### src/rtl/monclk_reset_sequencer.sv
// monclk_reset_sequencer: waits for the clock monitor to report monclk present,
// requires it to stay present for STABLE_CYCLES, then releases NOUT reset
// outputs one at a time, STEP_CYCLES apart. It falls back to HOLD on loss of
// detection or on software request, and counts detection losses seen in RUN.
module monclk_reset_sequencer #(
  parameter int SYNC_STAGES   = 2,
  parameter int STABLE_CYCLES = 256,
  parameter int STEP_CYCLES   = 16,
  parameter int NOUT          = 3
) (
  input  logic            reset,
  input  logic            monclk,
  input  logic            detected,
  input  logic            sw_reset,
  output logic [NOUT-1:0] rst_out,
  output logic            ready,
  output logic [7:0]      lost_cnt,
  output logic [1:0]      state
);

  localparam int MAX_CYC = (STABLE_CYCLES > STEP_CYCLES) ? STABLE_CYCLES : STEP_CYCLES;
  localparam int CNT_W   = $clog2(MAX_CYC + 1);
  localparam int IDX_W   = (NOUT > 1) ? $clog2(NOUT) : 1;

  // Reject parameter values the sequencer cannot honour.
  if (SYNC_STAGES < 2) begin : g_bad_sync
    $error("monclk_reset_sequencer: SYNC_STAGES must be >= 2");
  end
  if (STABLE_CYCLES < 1) begin : g_bad_stable
    $error("monclk_reset_sequencer: STABLE_CYCLES must be >= 1");
  end
  if (STEP_CYCLES < 1) begin : g_bad_step
    $error("monclk_reset_sequencer: STEP_CYCLES must be >= 1");
  end
  if (NOUT < 1) begin : g_bad_nout
    $error("monclk_reset_sequencer: NOUT must be >= 1");
  end

  typedef enum logic [1:0] {
    HOLD    = 2'd0,
    STABLE  = 2'd1,
    RELEASE = 2'd2,
    RUN     = 2'd3
  } state_t;

  logic [SYNC_STAGES-1:0] sync_q;
  logic                   det_s;
  state_t                 state_q, state_d;
  logic [CNT_W-1:0]       cnt_q, cnt_d;
  logic [IDX_W-1:0]       idx_q, idx_d;
  logic [NOUT-1:0]        rst_q, rst_d;
  logic                   ready_q, ready_d;
  logic [7:0]             lost_q, lost_d;

  // Bring the refclk-domain detect flag into monclk; the only sampler of detected.
  always_ff @(posedge monclk or posedge reset) begin
    if (reset) begin
      sync_q <= {SYNC_STAGES{1'b0}};
    end else begin
      sync_q <= {sync_q[SYNC_STAGES-2:0], detected};
    end
  end

  assign det_s = sync_q[SYNC_STAGES-1];

  // State and output registers; reset forces all staged resets high immediately.
  always_ff @(posedge monclk or posedge reset) begin
    if (reset) begin
      state_q <= HOLD;
      cnt_q   <= {CNT_W{1'b0}};
      idx_q   <= {IDX_W{1'b0}};
      rst_q   <= {NOUT{1'b1}};
      ready_q <= 1'b0;
      lost_q  <= 8'd0;
    end else begin
      state_q <= state_d;
      cnt_q   <= cnt_d;
      idx_q   <= idx_d;
      rst_q   <= rst_d;
      ready_q <= ready_d;
      lost_q  <= lost_d;
    end
  end

  // Next-state and next-output logic; sw_reset and detection loss override the sequence.
  always_comb begin
    state_d = state_q;
    cnt_d   = cnt_q;
    idx_d   = idx_q;
    rst_d   = rst_q;
    ready_d = ready_q;
    lost_d  = lost_q;

    // A loss while running is counted even if sw_reset arrives in the same cycle.
    if ((state_q == RUN) && !det_s && (lost_q != 8'hFF)) begin
      lost_d = lost_q + 8'd1;
    end else begin
      lost_d = lost_q;
    end

    if (sw_reset || ((state_q != HOLD) && !det_s)) begin
      state_d = HOLD;
      cnt_d   = {CNT_W{1'b0}};
      idx_d   = {IDX_W{1'b0}};
      rst_d   = {NOUT{1'b1}};
      ready_d = 1'b0;
    end else begin
      case (state_q)
        HOLD: begin
          cnt_d   = {CNT_W{1'b0}};
          idx_d   = {IDX_W{1'b0}};
          rst_d   = {NOUT{1'b1}};
          ready_d = 1'b0;
          if (det_s) begin
            state_d = STABLE;
          end else begin
            state_d = HOLD;
          end
        end
        STABLE: begin
          if (cnt_q == CNT_W'(STABLE_CYCLES - 1)) begin
            state_d = RELEASE;
            cnt_d   = {CNT_W{1'b0}};
            idx_d   = {IDX_W{1'b0}};
          end else begin
            cnt_d = cnt_q + CNT_W'(1);
          end
        end
        RELEASE: begin
          if (cnt_q == CNT_W'(STEP_CYCLES - 1)) begin
            cnt_d        = {CNT_W{1'b0}};
            rst_d[idx_q] = 1'b0;
            if (idx_q == IDX_W'(NOUT - 1)) begin
              state_d = RUN;
              rst_d   = {NOUT{1'b0}};
              ready_d = 1'b1;
            end else begin
              idx_d = idx_q + IDX_W'(1);
            end
          end else begin
            cnt_d = cnt_q + CNT_W'(1);
          end
        end
        RUN: begin
          rst_d   = {NOUT{1'b0}};
          ready_d = 1'b1;
        end
        default: begin
          state_d = HOLD;
          cnt_d   = {CNT_W{1'b0}};
          idx_d   = {IDX_W{1'b0}};
          rst_d   = {NOUT{1'b1}};
          ready_d = 1'b0;
        end
      endcase
    end
  end

  assign rst_out  = rst_q;
  assign ready    = ready_q;
  assign lost_cnt = lost_q;
  assign state    = state_q;

endmodule

### config.mk
export PLATFORM = sky130hd
export DESIGN_NAME = monclk_reset_sequencer
export DESIGN_NICKNAME = d
export VERILOG_FILES = /design/src/rtl/monclk_reset_sequencer.sv
export SDC_FILE = /design/constraint.sdc
export NUM_CORES = 1
export LEC_CHECK = 0
export CORE_MARGIN = 2
export CORE_UTILIZATION = 31
export CTS_BUF_LIST = sky130_fd_sc_hd__clkbuf_4 sky130_fd_sc_hd__clkbuf_8
export CTS_CLUSTER_DIAMETER = 50
export DETAILED_ROUTE_END_ITERATION = 10
export GPL_TIMING_DRIVEN = 0
export HOLD_SLACK_MARGIN = 0.08
export PLACE_DENSITY = 0.61
export RECOVER_POWER = 50
export SYNTH_ARGS = -nofsm -noshare
export SYNTH_HDL_FRONTEND = slang
export SYNTH_SLANG_ARGS = --single-unit
### constraint.sdc
create_clock -name monclk -period 6.6 [get_ports monclk]
set_clock_uncertainty 0.2 [all_clocks]
set_input_delay 1.32 -clock monclk [delete_from_list [all_inputs] [get_ports monclk]]
set_output_delay 1.32 -clock monclk [all_outputs]
set_load 0.05 [all_outputs]
== After elaboration in Yosys (flattened, before gate mapping) ==
Cells that the tools add are included.

* Word-level logic and storage cells: 64
* Register bits: 27
* Input bits: 4

* $lt $le $gt $ge: 2
* Bitwise logic cells: 2
* Reduce and logical (&&, ||, !) cells: 14
* Equality and inequality tests: 11
* $add $sub $neg: 3
* Muxes and demuxes: 25

{| class="wikitable"
|+ Operator list
! kind !! number
|-
| 2-to-1 mux 9 bit || 3
|-
| case mux 9 bit (3 select lines) || 1
|-
| 2-to-1 mux 2 bit || 8
|-
| inequality test 3 bit, second input constant || 4
|-
| case mux 2 bit (3 select lines) || 2
|-
| adder 9 x 1 -> 9 bit, second input constant || 1
|-
| == test 9 x 4 -> 1 bit, second input constant || 1
|-
| == test 9 x 8 -> 1 bit, second input constant || 1
|-
| 2-to-1 mux 3 bit || 3
|-
| case mux 3 bit (3 select lines) || 1
|-
| adder 8 x 1 -> 8 bit, second input constant || 1
|-
| inequality test 8 bit, second input constant || 1
|-
| AND reduction 4 bit || 2
|-
| nonzero test 4 bit || 2
|-
| == test 2 bit, second input constant || 3
|-
| 2-to-1 mux 1 bit || 5
|-
| logical AND 1 bit || 4
|-
| bitwise AND 3 bit || 1
|-
| < comparator 2 x 3 -> 1 bit, second input constant || 1
|-
| NOT 3 bit || 1
|-
| case mux 1 bit (3 select lines) || 1
|-
| AND reduction 3 bit || 1
|-
| adder 2 x 1 -> 2 bit, second input constant || 1
|-
| demux 1 bit (select 2 bit) || 1
|-
| other kinds (7) || 7
|}

== Longest topological paths before layout ==
* Word-level depth: 10
* Gate-level depth with buffers: 10

== Worst setup path before layout ==
Ideal clock, no wire load.

* Path kind: input port to flip-flop
* From: input port sw_reset
* To: register state_q[1] (netlist: state[1])
* Setup slack: 4.056 ns
* Setup time: 0.125 ns
* Path buffers: 1
* Arrival time: 2.219 ns
* Required time: 6.275 ns
* Stages on the path: 5
* Cell sequence: o21ba_1 > buf_4 > o21a_1 > a31oi_4 > mux2_4

* Word-level cells in the longest chain between the ends: 3
* Elaborated cells on any way between the ends: 7

{| class="wikitable"
|+ Ends and longest elaborated chain
! what !! line !! source
|-
| from (decl) || 14 || <nowiki>input logic sw_reset,</nowiki>
|-
| logical OR 1 bit * || 101 || <nowiki>if (sw_reset || ((state_q != HOLD) && !det_s)) begin</nowiki>
|-
| inequality test 3 bit (no source line) or nonzero test 4 bit (tied branches) || n/a ||
|-
| AND reduction 4 bit (no source line) || n/a ||
|-
| to (signal assigned) || 76 || <nowiki>state_q <= state_d;</nowiki>
|-
| to (decl) || 48 || <nowiki>state_t state_q, state_d;</nowiki>
|}

Every way passes the cells marked *; elsewhere a longest branch is shown, timed or not.
A chain may end at the register's enable or synchronous reset.

== Worst setup path after layout ==
Ends and elaborated chain as after synthesis.

==> metrics <==
status=finished clean; Avg Synthesized Cell Area=approximately 9.7 um^2; fin crit period=approximately 3.1 ns; vias in the first global route=~1.1k; CP max-delay cell=dlygate4sd3_1; YS warnings=0; Max Cap Viol=0; setup total negative slack=0 ns; power density cells=roughly 240 mW/mm^2; Post-CTS Hold Fix Bufs=0; worst skew pair latency=roughly 0.27 ns; synth unique cells=between 40 and 50; number of synthesized register bits=27; clock-pin slew on the worst setup and hold paths=0.09 ns; Synth Net Count=between 150 and 200; Combinational Power Share=about 37%; Synth Area in Compound Gates=between 10% and 20%; design area=0.00191 mm^2; IR drop worst, VDD=0.0895 mV; GR Overflow Total=0; Rel. slew slack=about a third; row count=26; XOR/XNOR share of the synthesized area=~2.7%; clk sink count=27; number of placed instances, taps included=252; crit path DAT=3.11 ns; initial core utilization=about a third; Residual DRC=0; largest net degree at the start of global routing=28; total power=about 0.47 mW; drt wl/cell=11.8 um; most common cell after layout, fill and taps aside=dfrtp_1; Root Buffer=clkbuf_8; Overall Global Routing Usage=11.2%; Int Pwr=about 0.29 mW; Setup Crit Path Kind=in -> reg; Die Footprint=just under 0.006 mm^2; post-synthesis simple-gate area fraction=between 20 and 25%; critical-path cell list=dlygate4sd3_1 -> o21ba_1 -> clkbuf_1 -> o21a_1 -> a31oi_4 -> mux2_4; # fillers=~520; vias post-DR=roughly 1.2k; via-per-instance ratio=4.68; Worst Setup Start Kind=input pin; Num CTS Buffers=3; antenna cells=0; Worst path max stage delay=~0.56 ns; Hold Path Class=reg -> reg; antenna violations before repair=0; HPWL Detailed=between 2000 and 2500 um; f_max=319 MHz; fin nets=approximately 200; layout cells sized above 1=between 10% and 20%; Core Util, Final=a little under two fifths; Fin. Hold Viols=0; Post-Synth Adder-Cell Area=8.57%; H-tree levels=1; Final WS setup=3.46 ns; Critical Path RT=6.57 ns; CTS tree=yes; sequential cell area fraction in the yosys report=between 40% and 50%; post-CTS sizing=0; port bufs=17; post-place instance area=between 0.0015 and 0.002 mm^2; final setup violation count=0; mux contribution to synthesized area=5.06%; maximum clock path buffer count=2; WHS=0.167 ns; Netlist Area Pre-Place=0.00161 mm^2; TritonRoute pass-1 iters=4; Worst Tran Pin Value=roughly 1 ns; 1st-iter DRT viols=40; Die W=between 70 and 80 um; Post-Place Setup Slack=3.32 ns; core box area=just over 0.005 mm^2; Crit path buffers/inverters=2; Slew Limit Fails=0; Clock Power Share=around a fifth; antenna-violating nets left=0; unrepaired setup endpoints after global routing=no; # IOs=18; die height=between 70 and 80 um; CP Capture Type=register; P_sw=about 0.18 mW; CP max FO=9; P_leak=approximately 0.84 nW; Cells after Synth=between 150 and 200; final cell count without fillers=~260; first-pass GRT wire length=roughly 5300 um; total routed wirelength=3010 um; family with the most delay on the worst path=buffers and inverters; Sequential Power Share=a little over two fifths; GPL Wtd Cong=around 0.79; most frequent cells in the layout=dfrtp_1, nand2_1, inv_1, clkdlybuf4s50_1, nor2_1; Post-CTS Setup Repair Bufs=0; Switching Fraction=around two fifths; largest family of logic cells by synthesized area=simple AND/OR/NAND/NOR gates; area growth from synthesis to layout=18.8%; period utilisation layout=about 48%
## final timing paths
path / from / to / slack (ns) / cells past startpoint
setup reg to reg: cnt_q[0]$_DFFE_PP0P_ / state[1]$_DFFE_PP0P_ / 3.99 / 10
hold / removal: sync_q[0]$_DFF_PP0_ / sync_q[1]$_DFF_PP0_ / 0.17 / 0
min in group asynchronous: reset / lost_cnt[5]$_DFFE_PP0P_ / 1.53 / 2
setup / recovery: sw_reset / state[1]$_DFFE_PP0P_ / 3.46 / 6
hold reg to reg: sync_q[0]$_DFF_PP0_ / sync_q[1]$_DFF_PP0_ / 0.17 / 0
max in group asynchronous: reset / lost_cnt[7]$_DFFE_PP0P_ / 4.06 / 2
## state kept, by name (all words and copies together) (netlist names)
| signal | cells |
|---|---|
| ready | 1 |
| rst_out | 3 |
| sync_q | 2 |
| idx_q | 2 |
| cnt_q | 9 |
| state | 2 |
| lost_cnt | 8 |
## cell usage after synthesis, drive strengths merged
cell type   n  area share, %
o21ba       1           0.62
o221ai      5            2.7
and2        4            1.6
and2b       2           0.93
a311oi      1           0.55
nor2       13            3.5
nand3       9            2.8
a22o        1           0.55
a31oi       2            2.1
or3         1           0.39
nand2b      1           0.39
and3        2           0.78
nor3        7            2.9
mux2        6            4.4
xnor2       2            1.1
ha         11            8.6
a21oi       5            1.6
buf         2            1.2
nand4       3            1.6
nand2      19            4.4
inv        14            3.3
dfrtp      24             37
nor4        1           0.78
dfstp       3            4.9
and4        1           0.55
nor2b       2           0.78
xor2        3            1.6
a41oi       1           0.55
o21bai      1           0.47
clkbuf      1           0.31
nand4b      1           0.55
o21ai      10            3.1
a31o        1           0.55
o21a        4            1.9
mux2i       1           0.62
## power by group through the flow
stage | Sequential, mW | Clock, mW | Combinational (mW)
after floorplan | 0.241 | 0 | 0.0862
after global placement | 0.200 | 0 | 0.176
after detailed placement | 0.200 | 0 | 0.177
after CTS | 0.197 | 0.102 | 0.178
after global routing | 0.200 | 0.112 | 0.191
final | 0.197 | 0.0960 | 0.175
## routing by layer
layer,global-route usage (%),up-vias,part of all wire [%],wire (um)
li1,-,622,-,-
met1,16.2,553,51,1530
met2,16.7,19,44,1340
met3,1.90,5,2.8,84
met4,4.36,0,1.9,57
met5,0,-,0,0
## cells by family after synthesis
logic type	Yosys count
flip-flops	27
multiplexers	7
AO/OA/AOI/OAI	32
AND/OR/NAND/NOR	66
adder cells (fa/ha/maj)	11
XOR/XNOR	5
buffers and inverters	17
## final cells by class
| cell class | instances | area [um^2] | share of cell area, % |
|---|---|---|---|
| buffer | 3 | 20.0 | 1.05 |
| clock inverter | 1 | 7.51 | 0.393 |
| timing repair buffer | 17 | 170 | 8.91 |
| multi-input combinational | 121 | 851 | 44.6 |
| inverter | 14 | 52.6 | 2.75 |
| sequential | 27 | 679 | 35.6 |
| tap | 70 | 87.6 | 4.59 |
| clock buffer | 3 | 41.3 | 2.16 |
(Power assumes the default switching activity.)
